File: config.mk
export PLATFORM = sky130hd
export DESIGN_NAME = ram_arbiter
export DESIGN_NICKNAME = d
export VERILOG_FILES = /design/src/rtl/ram_arbiter.sv
export SDC_FILE = /design/constraint.sdc
export NUM_CORES = 1
export LEC_CHECK = 0
export BUFFER_PORTS_ARGS = -buffer_cell sky130_fd_sc_hd__buf_2
export CAP_MARGIN = 20
export CORE_MARGIN = 2
export CORE_UTILIZATION = 47
export CTS_CLUSTER_DIAMETER = 120
export DETAILED_ROUTE_END_ITERATION = 12
export PLACE_DENSITY = 0.82
export RECOVER_POWER = 25
export SYNTH_ARGS = -nofsm -noshare
export SYNTH_HDL_FRONTEND = slang
export SYNTH_SLANG_ARGS = --single-unit
File: constraint.sdc
create_clock -name clk_sys -period 5.2 [get_ports clk_sys]
set_clock_uncertainty 0.15 [all_clocks]
set_input_delay 0.26 -clock clk_sys [delete_from_list [all_inputs] [get_ports clk_sys]]
set_output_delay 0.26 -clock clk_sys [all_outputs]
set_load 0.1 [all_outputs]
File: src/rtl/ram_arbiter.sv
// Registered request/acknowledge arbiter sharing one SDRAM byte port among DMA, tape, FDD and CPU.
// Optional CPU anti-starvation counter is enabled by defining RAM_ARB_ANTISTARVE_EN.
module ram_arbiter #(
    parameter int ADDR_W     = 25,
    parameter int STARVE_MAX = 12
) (
    input  logic                  clk_sys,
    input  logic                  reset_n,
    input  logic [3:0]            req,
    input  logic [3:0]            req_we,
    input  logic [4*ADDR_W-1:0]   req_addr,
    input  logic [31:0]           req_din,
    output logic [3:0]            ack,
    output logic [7:0]            rdata,
    output logic [3:0]            grant,
    output logic                  busy,
    output logic [ADDR_W-1:0]     mem_addr,
    output logic [7:0]            mem_din,
    output logic                  mem_rd,
    output logic                  mem_we,
    input  logic [7:0]            mem_dout,
    input  logic                  mem_done
);

    typedef enum logic [1:0] {
        S_IDLE  = 2'd0,
        S_ISSUE = 2'd1,
        S_WAIT  = 2'd2,
        S_DONE  = 2'd3
    } state_t;

    state_t              state_q;
    logic [3:0]          grant_q;
    logic [3:0]          ack_q;
    logic [7:0]          rdata_q;
    logic                busy_q;
    logic [ADDR_W-1:0]   addr_q;
    logic [7:0]          din_q;
    logic                we_q;
    logic                rd_stb_q;
    logic                wr_stb_q;
    logic                rr_fdd_q;

    logic                cpu_promote_s;
    logic [3:0]          sel_grant_s;
    logic [1:0]          sel_idx_s;
    logic [ADDR_W-1:0]   sel_addr_s;
    logic [7:0]          sel_din_s;
    logic                sel_we_s;

    // Winner selection: DMA first, optional CPU promotion, tape/FDD round-robin, CPU last.
    always_comb begin
        sel_grant_s = 4'b0000;
        if (req[0]) begin
            sel_grant_s = 4'b0001;
        end else if (cpu_promote_s && req[3]) begin
            sel_grant_s = 4'b1000;
        end else if (req[1] && req[2]) begin
            sel_grant_s = rr_fdd_q ? 4'b0100 : 4'b0010;
        end else if (req[1]) begin
            sel_grant_s = 4'b0010;
        end else if (req[2]) begin
            sel_grant_s = 4'b0100;
        end else if (req[3]) begin
            sel_grant_s = 4'b1000;
        end else begin
            sel_grant_s = 4'b0000;
        end
    end

    // Steer the winning port's address, data and direction onto the latch inputs.
    always_comb begin
        sel_idx_s = 2'd0;
        case (sel_grant_s)
            4'b0010: sel_idx_s = 2'd1;
            4'b0100: sel_idx_s = 2'd2;
            4'b1000: sel_idx_s = 2'd3;
            default: sel_idx_s = 2'd0;
        endcase
        sel_addr_s = req_addr[int'(sel_idx_s)*ADDR_W +: ADDR_W];
        sel_din_s  = req_din[int'(sel_idx_s)*8 +: 8];
        sel_we_s   = req_we[sel_idx_s];
    end

`ifdef RAM_ARB_ANTISTARVE_EN
    localparam logic [3:0] STARVE_LIM = 4'(STARVE_MAX);

    logic [3:0] starve_q;
    logic [3:0] starve_d;

    assign cpu_promote_s = (starve_q >= STARVE_LIM);

    // Count tape/FDD wins the waiting CPU has lost; any CPU win or CPU idle clears it.
    always_comb begin
        starve_d = starve_q;
        if (!req[3]) begin
            starve_d = 4'd0;
        end else if (sel_grant_s[3]) begin
            starve_d = 4'd0;
        end else if ((sel_grant_s[1] || sel_grant_s[2]) && (starve_q != 4'hF)) begin
            starve_d = starve_q + 4'd1;
        end else begin
            starve_d = starve_q;
        end
    end

    // Starvation counter only advances on arbitration decisions taken in IDLE.
    always_ff @(posedge clk_sys or negedge reset_n) begin
        if (!reset_n) begin
            starve_q <= 4'd0;
        end else if (state_q == S_IDLE) begin
            starve_q <= starve_d;
        end else begin
            starve_q <= starve_q;
        end
    end
`else
    assign cpu_promote_s = 1'b0;
`endif

    // Access sequencer: latch winner, one-cycle strobe, wait for sram, one-cycle ack.
    always_ff @(posedge clk_sys or negedge reset_n) begin
        if (!reset_n) begin
            state_q  <= S_IDLE;
            grant_q  <= 4'b0000;
            ack_q    <= 4'b0000;
            rdata_q  <= 8'h00;
            busy_q   <= 1'b0;
            addr_q   <= '0;
            din_q    <= 8'h00;
            we_q     <= 1'b0;
            rd_stb_q <= 1'b0;
            wr_stb_q <= 1'b0;
            rr_fdd_q <= 1'b0;
        end else begin
            ack_q    <= 4'b0000;
            rd_stb_q <= 1'b0;
            wr_stb_q <= 1'b0;
            case (state_q)
                S_IDLE: begin
                    if (req != 4'b0000) begin
                        grant_q  <= sel_grant_s;
                        busy_q   <= 1'b1;
                        addr_q   <= sel_addr_s;
                        din_q    <= sel_din_s;
                        we_q     <= sel_we_s;
                        rd_stb_q <= ~sel_we_s;
                        wr_stb_q <= sel_we_s;
                        if (sel_grant_s[1] || sel_grant_s[2]) begin
                            rr_fdd_q <= ~rr_fdd_q;
                        end else begin
                            rr_fdd_q <= rr_fdd_q;
                        end
                        state_q <= S_ISSUE;
                    end else begin
                        state_q <= S_IDLE;
                    end
                end
                S_ISSUE: begin
                    state_q <= S_WAIT;
                end
                S_WAIT: begin
                    // A requester that withdrew mid-access is still acknowledged.
                    if (mem_done) begin
                        if (!we_q) begin
                            rdata_q <= mem_dout;
                        end else begin
                            rdata_q <= rdata_q;
                        end
                        ack_q   <= grant_q;
                        state_q <= S_DONE;
                    end else begin
                        state_q <= S_WAIT;
                    end
                end
                S_DONE: begin
                    grant_q <= 4'b0000;
                    busy_q  <= 1'b0;
                    state_q <= S_IDLE;
                end
                default: begin
                    grant_q <= 4'b0000;
                    busy_q  <= 1'b0;
                    state_q <= S_IDLE;
                end
            endcase
        end
    end

    assign ack      = ack_q;
    assign rdata    = rdata_q;
    assign grant    = grant_q;
    assign busy     = busy_q;
    assign mem_addr = addr_q;
    assign mem_din  = din_q;
    assign mem_rd   = rd_stb_q;
    assign mem_we   = wr_stb_q;

endmodule
==> results of run 1 <==
## registers in the layout, indices dropped and copies added, names as in the netlist
signal	cells
ack	4
rr_fdd_q	1
mem_din	8
rdata	8
we_q	1
state_q	2
mem_rd	1
grant	4
mem_addr	25
mem_we	1
busy	1
## kinds of logic (layout without fill, tap and decap cells)
logic type / Yosys count / count (layout)
adder cells (fa/ha/maj): 3 / 3
flip-flops: 56 / 56
XOR/XNOR: 1 / 1
AO/OA/AOI/OAI: 84 / 84
multiplexers: 44 / 44
buffers and inverters: 32 / 219
AND/OR/NAND/NOR: 97 / 97
## power groups by stage
| stage | logic (mW) | clock network [mW] | registers (mW) |
|---|---|---|---|
| finish | 2.24 | 0.288 | 0.746 |
| global route | 2.34 | 0.311 | 0.774 |
| CTS | 2.24 | 0.292 | 0.746 |
| detailed placement | 2.24 | 0 | 0.753 |
| global placement | 2.20 | 0 | 0.748 |
| floorplan | 0.560 | 0 | 2.05 |
## layout make-up
| class | count | area share [%] |
|---|---|---|
| clock inverter | 3 | 0.952 |
| clock buffer | 5 | 1.54 |
| timing repair buffer | 208 | 24.1 |
| tap | 96 | 2.69 |
| inverter | 3 | 0.252 |
| multi-input combinational | 229 | 39.1 |
| sequential | 56 | 31.4 |
## metal layers
| metal | share of wire [%] | vias up | GRT usage, % |
|---|---|---|---|
| met2 | 50 | 187 | 44.4 |
| met3 | 8.4 | 26 | 5.22 |
| met5 | 0 | - | 0 |
| met4 | 2.2 | 0 | 8.54 |
| met1 | 39 | 1569 | 32.5 |
| li1 | - | 1545 | - |
## worst max path at each step
| stage | startpoint | slack [ns] | end |
|---|---|---|---|
| detailed placement | req[2] | 2.69 | grant[2] |
| global placement | req[2] | 2.79 | grant[2] |
| floorplan | state_q[0] | 3.39 | mem_addr[10] |
| CTS | state_q[0] | 2.67 | mem_din[7] |
| global route | state_q[0] | 2.61 | grant[2] |
| finish | state_q[0] | 2.83 | mem_addr[7] |
## placed cells by master, fill, tap and decap left out, drive strengths merged
cell and instances:
and2 1, a21boi 1, nor3 2, dfrtp 56
ha 3, xnor2 1, o41ai 1, o21ba 1
nor2 9, or4b 1, a21oi 3, o21ai 7
o21bai 1, and2b 22, mux2 8, nand3 4
clkbuf 5, a21bo 1, nor2b 14, clkinv 1
or2 1, o31ai 1, nand2 38, buf 207
clkinvlp 1, and3 3, dlygate4sd3 1, o221ai 33
nor4b 2, o211ai 34, inv 3, o41a 1
mux2i 36, bufinv 1
## metrics by stage
| stage | setup WS (ns) | hold slack, ns | power [mW] | std cells | area [sq um] |
|---|---|---|---|---|---|
| 2_1_floorplan | 3.39 | -0.186 | 2.61 | 317 | 3330 |
| 4_1_cts | 2.67 | 0.0236 | 3.28 | 599 | 4440 |
| 3_3_place_gp | 2.79 | 0.278 | 2.95 | 590 | 4320 |
| 6_report | 2.83 | 0.0279 | 3.27 | 600 | 4470 |
| 3_5_place_dp | 2.69 | 0.281 | 2.99 | 590 | 4320 |
| 5_1_grt | 2.61 | 0.0182 | 3.43 | 600 | 4470 |
## what timing repair did
action | 4_1_cts | 5_1_grt
hold buffers | 1 | 0
endpoints found under the hold margin | 56 | 0
buffers inserted | 0 | 0
## worst max-delay path, cell delays in order, from the launching register on
cell      delay (ns)
dfrtp_1         0.39
inv_1           0.08
ha_1            0.37
o41a_1          0.59
buf_4           0.37
o221ai_1        0.19
o211ai_1        0.13
==> impl_metrics.json, run 1 <==
{
  "route.detailed.drc": 0,
  "swShare_pct": 62.8,
  "grt_pass1_wl_microns": 15600,
  "fin_crit_sh_pct": 45.5,
  "area_delta_synth_final_pct": 34.0,
  "synth_nets": 471,
  "core_sq_um": 6830,
  "r2r-end": "mem_addr[7]",
  "drt_iter0_drc": 136,
  "hold_start": "mem_dout[1]",
  "fp.dieW_microns": 88.2,
  "clock.fmax_ghz": 0.423,
  "seqCellArea_sq_um": 1400,
  "gr-usage-all-layers_pct": 25.8,
  "synth_top_area_share_pct": 42.0,
  "dr.pass1.iters": 4,
  "clockPowerShare_pct": 8.8,
  "hold_viol_final": 0,
  "grt_antenna_before_repair": 0,
  "syn_area_per_cell_sq_um": 10.5,
  "min_path_type": "input pin to register",
  "die_h_microns": 88.2,
  "critPathKind": "register to register",
  "worst_pin_slew_ns": 1.03,
  "cp-end-kind": "register",
  "cts_root_buf": "clkbuf_8",
  "cts_tree": "built",
  "crit_path_max_fanout": 22,
  "cts.sinks": 56,
  "grt_start_max_net_pins": 57,
  "status": "completed",
  "async_flop_share_pct": 100,
  "n_antenna_cell": 0,
  "max-cap-violations": 0,
  "synthMostInstantiatedCell": "dfrtp_1",
  "clkLatencyLatePin_ns": 0.30,
  "min_path_cells": 2,
  "wl_per_cell_microns": 16.8,
  "r2r_slack_ns": 2.83,
  "overflow": 0,
  "synth_area_leaders": "dfrtp_1 (42%), mux2i_1 (11%), o221ai_1 (8.1%)",
  "finalCriticalPeriod_ns": 2.37,
  "power_frac_seq_pct": 22.8,
  "io_buffer_count": 202,
  "syn_area_sq_um": 3330,
  "r2r_start": "state_q[0]",
  "path_clk_slew_ns": 0.10,
  "multi_input_area_sq_um": 1750,
  "die-area_sq_um": 7780,
  "ff2ff_path_depth": 6,
  "cts-buffers-inserted": 5,
  "yosysTopAreaCell": "dfrtp_1",
  "tns_ns": 0,
  "gp_congestion": 0.811,
  "clockBufferDepth": 2,
  "via_per_inst": 5.55,
  "cts_resized": 0,
  "synth-seq-cells": 56,
  "dp_hpwl_microns": 7400,
  "p_leak_nw": 2.28,
  "drt_wl_total_microns": 10100,
  "ant_nets": 0,
  "arrival_ns": 2.44,
  "synth_common_cells": "dfrtp_1 (56), nand2_1 (38), mux2i_1 (36)",
  "setup_viol": 0,
  "initial_core_util_pct": 48.8,
  "slew_violations": 0,
  "final_core_utilization_pct": 65.4,
  "required_ns": 5.28,
  "cp-start-kind": "register",
  "synth-edff-count": 0,
  "ys_types": 37,
  "synth_xor_area_share_pct": 0.263,
  "cts.htree.levels": 2,
  "drive_above_1_share_pct": 46.4,
  "synthFlopType": "dfrtp_1",
  "nets": 657,
  "yosysSeqAreaShare_pct": 42.0,
  "hold_end": "rdata[1]",
  "combPwrFrac_pct": 68.4,
  "p_switching_mw": 2.05,
  "synth_compound_area_share_pct": 21.3,
  "synthCells": 317,
  "max_slew_margin_pct": 31.0,
  "rows": 30,
  "num_vias": 3327,
  "rsz0062_at_grt": "no",
  "synth_top_family_by_area": "compound AO/OA/AOI/OAI gates",
  "yosys.area_share.adder_pct": 1.13,
  "fillers": 621,
  "internal_power_mw": 1.22,
  "ys_warn_count": 0,
  "powerDensity_nw_per_um2": 732,
  "io_pins": 203,
  "yosys.area_share.simple_pct": 16.2,
  "first_global_vias": 3194,
  "synthMuxAreaShare_pct": 13.5,
  "ir_drop_mv": 0.377
}
(Power assumes the default switching activity.)
==> inputs of run 2 (changes only) <==
--- a/config.mk
+++ b/config.mk
@@ -8,10 +8,10 @@
 export BUFFER_PORTS_ARGS = -buffer_cell sky130_fd_sc_hd__buf_2
 export CAP_MARGIN = 20
 export CORE_MARGIN = 2
-export CORE_UTILIZATION = 47
+export CORE_UTILIZATION = 44
 export CTS_CLUSTER_DIAMETER = 120
 export DETAILED_ROUTE_END_ITERATION = 12
-export PLACE_DENSITY = 0.82
+export PLACE_DENSITY = 0.78
 export RECOVER_POWER = 25
 export SYNTH_ARGS = -nofsm -noshare
 export SYNTH_HDL_FRONTEND = slang
==> constraint.sdc (replaced) <==
create_clock -name clk_sys -period 2.2 [get_ports clk_sys]
set_clock_uncertainty 0.15 [all_clocks]
set_input_delay 0.11 -clock clk_sys [delete_from_list [all_inputs] [get_ports clk_sys]]
set_output_delay 0.11 -clock clk_sys [all_outputs]
set_load 0.1 [all_outputs]
==> run 2 against run 1 <==
- the run now ends with hold timing left
- setup slack got worse by 2.8 ns
- routed wire length rose by 31%
- largest power group unchanged
- total power is 140% higher
- critical path type unchanged
- cell count rose by 18%
- via count grew 16%
- non-clock buffer count is 103 higher
==> impl_metrics.json, run 2 (synthesized netlist as in run 1, its figures left out) <==
{
  "initial_core_util_pct": 45.7,
  "die_h_microns": 91.1,
  "largest_reg_flops": 25,
  "gr-usage-all-layers_pct": 30.7,
  "cp-end-kind": "register",
  "critPathKind": "register to register",
  "cts.htree.levels": 2,
  "path_clk_slew_ns": 0.11,
  "layout_common_cells": "buf_2 (202), dlygate4sd3_1 (93), dfrtp_1 (55)",
  "tns_ns": 0,
  "grt_pass1_wl_microns": 20400,
  "crit_chain": "a21boi_4, nor2_8, buf_16, mux2i_1, dlygate4sd3_1, o211ai_1",
  "hold_viol_final": 3,
  "place_ws_ns": 0.263,
  "die-area_sq_um": 8290,
  "num_vias": 3868,
  "clock.fmax_ghz": 0.467,
  "slew_violations": 0,
  "fp.dieW_microns": 91.1,
  "drt_wl_total_microns": 13200,
  "setup_ws_ns": 0.0581,
  "max_slew_margin_pct": 6.43,
  "nets": 760,
  "via_per_inst": 5.48,
  "drive_above_1_share_pct": 40.4,
  "cp-start-kind": "register",
  "violations": "hold timing",
  "worst_pin_slew_ns": 1.40,
  "total_power_mw": 8.01,
  "ir_drop_mv": 1.47,
  "arrival_ns": 2.17,
  "required_ns": 2.23,
  "core_sq_um": 7290,
  "first_global_vias": 4106,
  "area_delta_synth_final_pct": 64.4,
  "final_common_cell": "buf_2",
  "setup_viol": 0,
  "cts_tree": "built",
  "dp_hpwl_microns": 7410,
  "n_antenna_cell": 0,
  "ant_nets": 0,
  "rows": 31,
  "gp_congestion": 0.790,
  "hold_ws_ns": -0.00540,
  "io_pins": 203,
  "status": "finished with violations",
  "powerDensity_nw_per_um2": 1460,
  "p_leak_nw": 2.71,
  "grt_start_max_net_pins": 57,
  "path_buf_inv": 2,
  "dr.pass1.iters": 5,
  "crit_family": "buffers and inverters",
  "grt_antenna_before_repair": 0,
  "cts-buffers-inserted": 5,
  "clkLatencyLatePin_ns": 0.31,
  "cts_root_buf": "clkbuf_8",
  "crit_path_max_fanout": 17,
  "io_buffer_count": 202,
  "clockBufferDepth": 2,
  "wl_per_cell_microns": 18.7,
  "min_path_type": "input pin to register",
  "cts.sinks": 56,
  "finalCriticalPeriod_ns": 2.14,
  "overflow": 0,
  "max-cap-violations": 0,
  "route.detailed.drc": 0,
  "drt_iter0_drc": 165,
  "fin_crit_sh_pct": 97.4,
  "slowest_stage": "dlygate4sd3_1",
  "cpPeakStageDelay_ns": 0.59
}
==> run 2: cell count changes in the layout (fill, tap and decap cells not counted) <==
cell / change
dlygate4sd3_1: +92
buf_4: +8
buf_12: +1
bufinv_16: -1
clkbuf_1: +1
clkbuf_16: +1
clkbuf_2: +1
clkinv_2: -1
clkinv_4: +1
dfrtp_1: -1
dfrtp_2: +1
==> run 2: timing repair <==
action / CTS / global route
setup endpoints to repair: 0 / 21
endpoints found under the hold margin: 101 / 1
buffers inserted: 0 / 2
hold buffers: 92 / 1
gates resized for setup: 0 / 2
==> run 2: cell type report <==
type / instances / area (sq um)
multi-input combinational: 229 / 1750
tap: 99 / 124
clock buffer: 6 / 72.6
timing repair buffer: 311 / 2110
clock inverter: 2 / 16.3
inverter: 3 / 11.3
fill: 508 / 1810
sequential: 56 / 1400
==> run 2: power breakdown <==
group	total (mW)	internal, mW	switching (mW)
clock network	0.577	0.228	0.349
logic	5.64	1.26	4.38
registers	1.80	1.50	0.293
total	8.01	2.99	5.02
==> run 2: worst reg2reg max path, cell delays in order (launching register included) <==
cell	delay [ns]
dfrtp_2	0.47
a21boi_4	0.24
nor2_8	0.07
buf_16	0.17
mux2i_1	0.23
dlygate4sd3_1	0.59
o211ai_1	0.08
==> run 2: layer usage <==
metal	up-vias	GRT usage [%]	wire, microns
li1	1755	-	-
met5	-	0	0
met1	1831	35.0	4880
met4	0	11.9	564
met2	232	55.7	6830
met3	50	6.64	902
==> run 2: final timing paths <==
| path | startpoint | slack (ns) | end | depth (start not counted) |
|---|---|---|---|---|
| max in group asynchronous | reset_n | 0.39 | rr_fdd_q | 3 |
| min in group asynchronous | reset_n | 0.59 | ack[0] | 3 |
| setup / recovery | rr_fdd_q | 0.06 | mem_addr[8] | 6 |
| setup reg to reg | rr_fdd_q | 0.06 | mem_addr[8] | 6 |
| hold / removal | req_addr[78] | -0.005 | mem_addr[3] | 3 |
| hold reg to reg | mem_addr[7] | 0.37 | mem_addr[7] | 2 |
==> run 2: stage by stage <==
| step | cell area (sq um) | hold WS, ns | std cells | util (%) |
|---|---|---|---|---|
| finish | 5480 | -0.00540 | 706 | 75.2 |
| global route | 5480 | 0.000298 | 706 | 75.2 |
| CTS | 5430 | 0.000527 | 702 | 74.4 |
| detailed placement | 4420 | 0.148 | 602 | 60.6 |
| global placement | 4420 | 0.140 | 602 | 60.6 |
| floorplan | 3330 | -0.336 | 317 | - |
==> inputs of run 3 (changes only) <==
--- a/config.mk
+++ b/config.mk
@@ -11,7 +11,7 @@
 export CORE_UTILIZATION = 44
 export CTS_CLUSTER_DIAMETER = 120
 export DETAILED_ROUTE_END_ITERATION = 12
-export PLACE_DENSITY = 0.78
+export PLACE_DENSITY_LB_ADDON = 0.08
 export RECOVER_POWER = 25
 export SYNTH_ARGS = -nofsm -noshare
 export SYNTH_HDL_FRONTEND = slang
==> run 3 against run 2 <==
- the run still ends with hold timing left
- worst hold slack gained 0.0036 ns
- cell count up 0.57%
- register-to-register slack gained 0.07 ns
- via count decreased by 1.7%
- clock power grew 3.8%
- critical path type unchanged
- largest cell class unchanged
- highest routed layer unchanged
==> impl_metrics.json, run 3 (synthesized netlist as in run 1, its figures left out) <==
{
  "status": "finished with violations",
  "violations": "hold timing",
  "io_pins": 203,
  "hold_viol_final": 1,
  "nets": 764,
  "min_path_type": "input pin to register",
  "arrival_ns": 2.11,
  "max-cap-violations": 0,
  "drt_wl_total_microns": 12000,
  "io_buffer_count": 202,
  "cts-buffers-inserted": 5,
  "first_global_vias": 3986,
  "ir_drop_mv": 0.824,
  "total_power_mw": 7.95,
  "grt_start_max_net_pins": 36,
  "routed.top_layer": "met4",
  "clock.fmax_ghz": 0.483,
  "max_slew_margin_pct": 24.9,
  "ant_nets": 0,
  "wl_met3_microns": 970,
  "r2r_slack_ns": 0.13,
  "core_sq_um": 7290,
  "wl_per_cell_microns": 16.9,
  "r2r_start": "rr_fdd_q",
  "cts.htree.levels": 2,
  "crit_path_max_fanout": 13,
  "cp-start-kind": "register",
  "initial_core_util_pct": 45.7,
  "met1Wirelength_microns": 4430,
  "hold_ws_ns": -0.00182,
  "area_delta_synth_final_pct": 64.9,
  "cts.sinks": 56,
  "fin_area_sq_um": 5500,
  "rows": 31,
  "num_vias": 3802,
  "cts_tree": "built",
  "required_ns": 2.24,
  "cp-end-kind": "register",
  "r2r-end": "mem_addr[14]",
  "cts_root_buf": "clkbuf_8",
  "setup_ws_ns": 0.129,
  "die_h_microns": 91.1,
  "layout_common_cells": "buf_2 (201), dlygate4sd3_1 (95), dfrtp_1 (55)",
  "p_leak_nw": 2.72,
  "wl_met2_microns": 6260,
  "place_ws_ns": 0.0498,
  "route.detailed.drc": 0,
  "dp_hpwl_microns": 7640,
  "fp.dieW_microns": 91.1,
  "gr-usage-all-layers_pct": 28.7,
  "drt_iter0_drc": 157,
  "setup_viol": 0,
  "n_antenna_cell": 0,
  "rsz0062_at_grt": "no",
  "clockBufferDepth": 2,
  "grt_antenna_before_repair": 0,
  "powerDensity_nw_per_um2": 1450,
  "placed_cell_area_sq_um": 4450,
  "drive_above_1_share_pct": 40.3,
  "largest_reg_flops": 25,
  "dr.pass1.iters": 4,
  "tns_ns": 0,
  "final_common_cell": "buf_2",
  "finalCriticalPeriod_ns": 2.07,
  "worst_pin_slew_ns": 1.13,
  "ff2ff_path_depth": 6,
  "crit_start": "rr_fdd_q",
  "slew_violations": 0,
  "via_per_inst": 5.35,
  "clkLatencyLatePin_ns": 0.31,
  "path_clk_slew_ns": 0.10,
  "critPathKind": "register to register",
  "grt_pass1_wl_microns": 19000,
  "overflow": 0,
  "die-area_sq_um": 8290,
  "fin_crit_sh_pct": 94.1,
  "gp_congestion": 0.825,
  "critical_path.endpoint": "mem_addr[14]"
}
==> run 3: cell count changes in the layout (fill, tap and decap cells not counted), sizes merged <==
cell / before / now
buf: 216 / 218
clkinvlp: 1 / 0
dlygate4sd3: 93 / 95
inv: 3 / 4
==> run 3: cell type report <==
class | count | area [sq um]
timing repair buffer | 315 | 2120
inverter | 3 | 11.3
fill | 546 | 1790
tap | 99 | 124
multi-input combinational | 229 | 1750
clock buffer | 6 | 82.6
clock inverter | 2 | 13.8
sequential | 56 | 1400
==> run 3: how the worst min path moves through the flow <==
stage / from / end / slack, ns / cells after the start
2_1_floorplan: reset_n / ack[0] / -0.34 / 0
3_3_place_gp: reset_n / ack[2] / -0.06 / 1
3_5_place_dp: reset_n / ack[2] / -0.05 / 1
4_1_cts: req_addr[61] / mem_addr[11] / 0.0005 / 3
5_1_grt: req_din[31] / mem_din[7] / 0.01 / 3
6_report: req_addr[55] / mem_addr[5] / -0.002 / 3
==> run 3: routing by layer <==
| metal | GRT usage, % | up-vias |
|---|---|---|
| met4 | 10.4 | 0 |
| met3 | 6.72 | 26 |
| met1 | 31.6 | 1791 |
| li1 | - | 1766 |
| met2 | 53.5 | 219 |
| met5 | 0 | - |
==> run 3: worst max-delay path, cell delays in order (launching register included) <==
cell and delay [ns]:
dfrtp_2 0.47, a21boi_4 0.23, nor2_8 0.05, buf_4 0.21, mux2i_1 0.19, dlygate4sd3_1 0.58, o211ai_1 0.08
==> run 3: metrics by stage <==
stage / hold slack [ns] / cells / utilization (%)
after global routing: 0.0117 / 710 / 75.4
final: -0.00182 / 710 / 75.4
after floorplan: -0.336 / 317 / -
after global placement: -0.0577 / 606 / 61.0
after detailed placement: -0.0538 / 606 / 61.0
after CTS: 0.000530 / 709 / 75.3
==> run 3: repair_timing <==
| item | in CTS | in global routing |
|---|---|---|
| hold buffers | 95 | 0 |
| hold endpoints to repair | 73 | 0 |
| endpoints found under the setup margin | 0 | 13 |
| gates resized for setup | 0 | 1 |
| setup buffers | 0 | 1 |
==> run 3: power breakdown <==
group / switching (mW) / total [mW] / internal (mW)
clock: 0.341 / 0.599 / 0.258
sequential: 0.271 / 1.77 / 1.50
combinational: 4.33 / 5.58 / 1.25
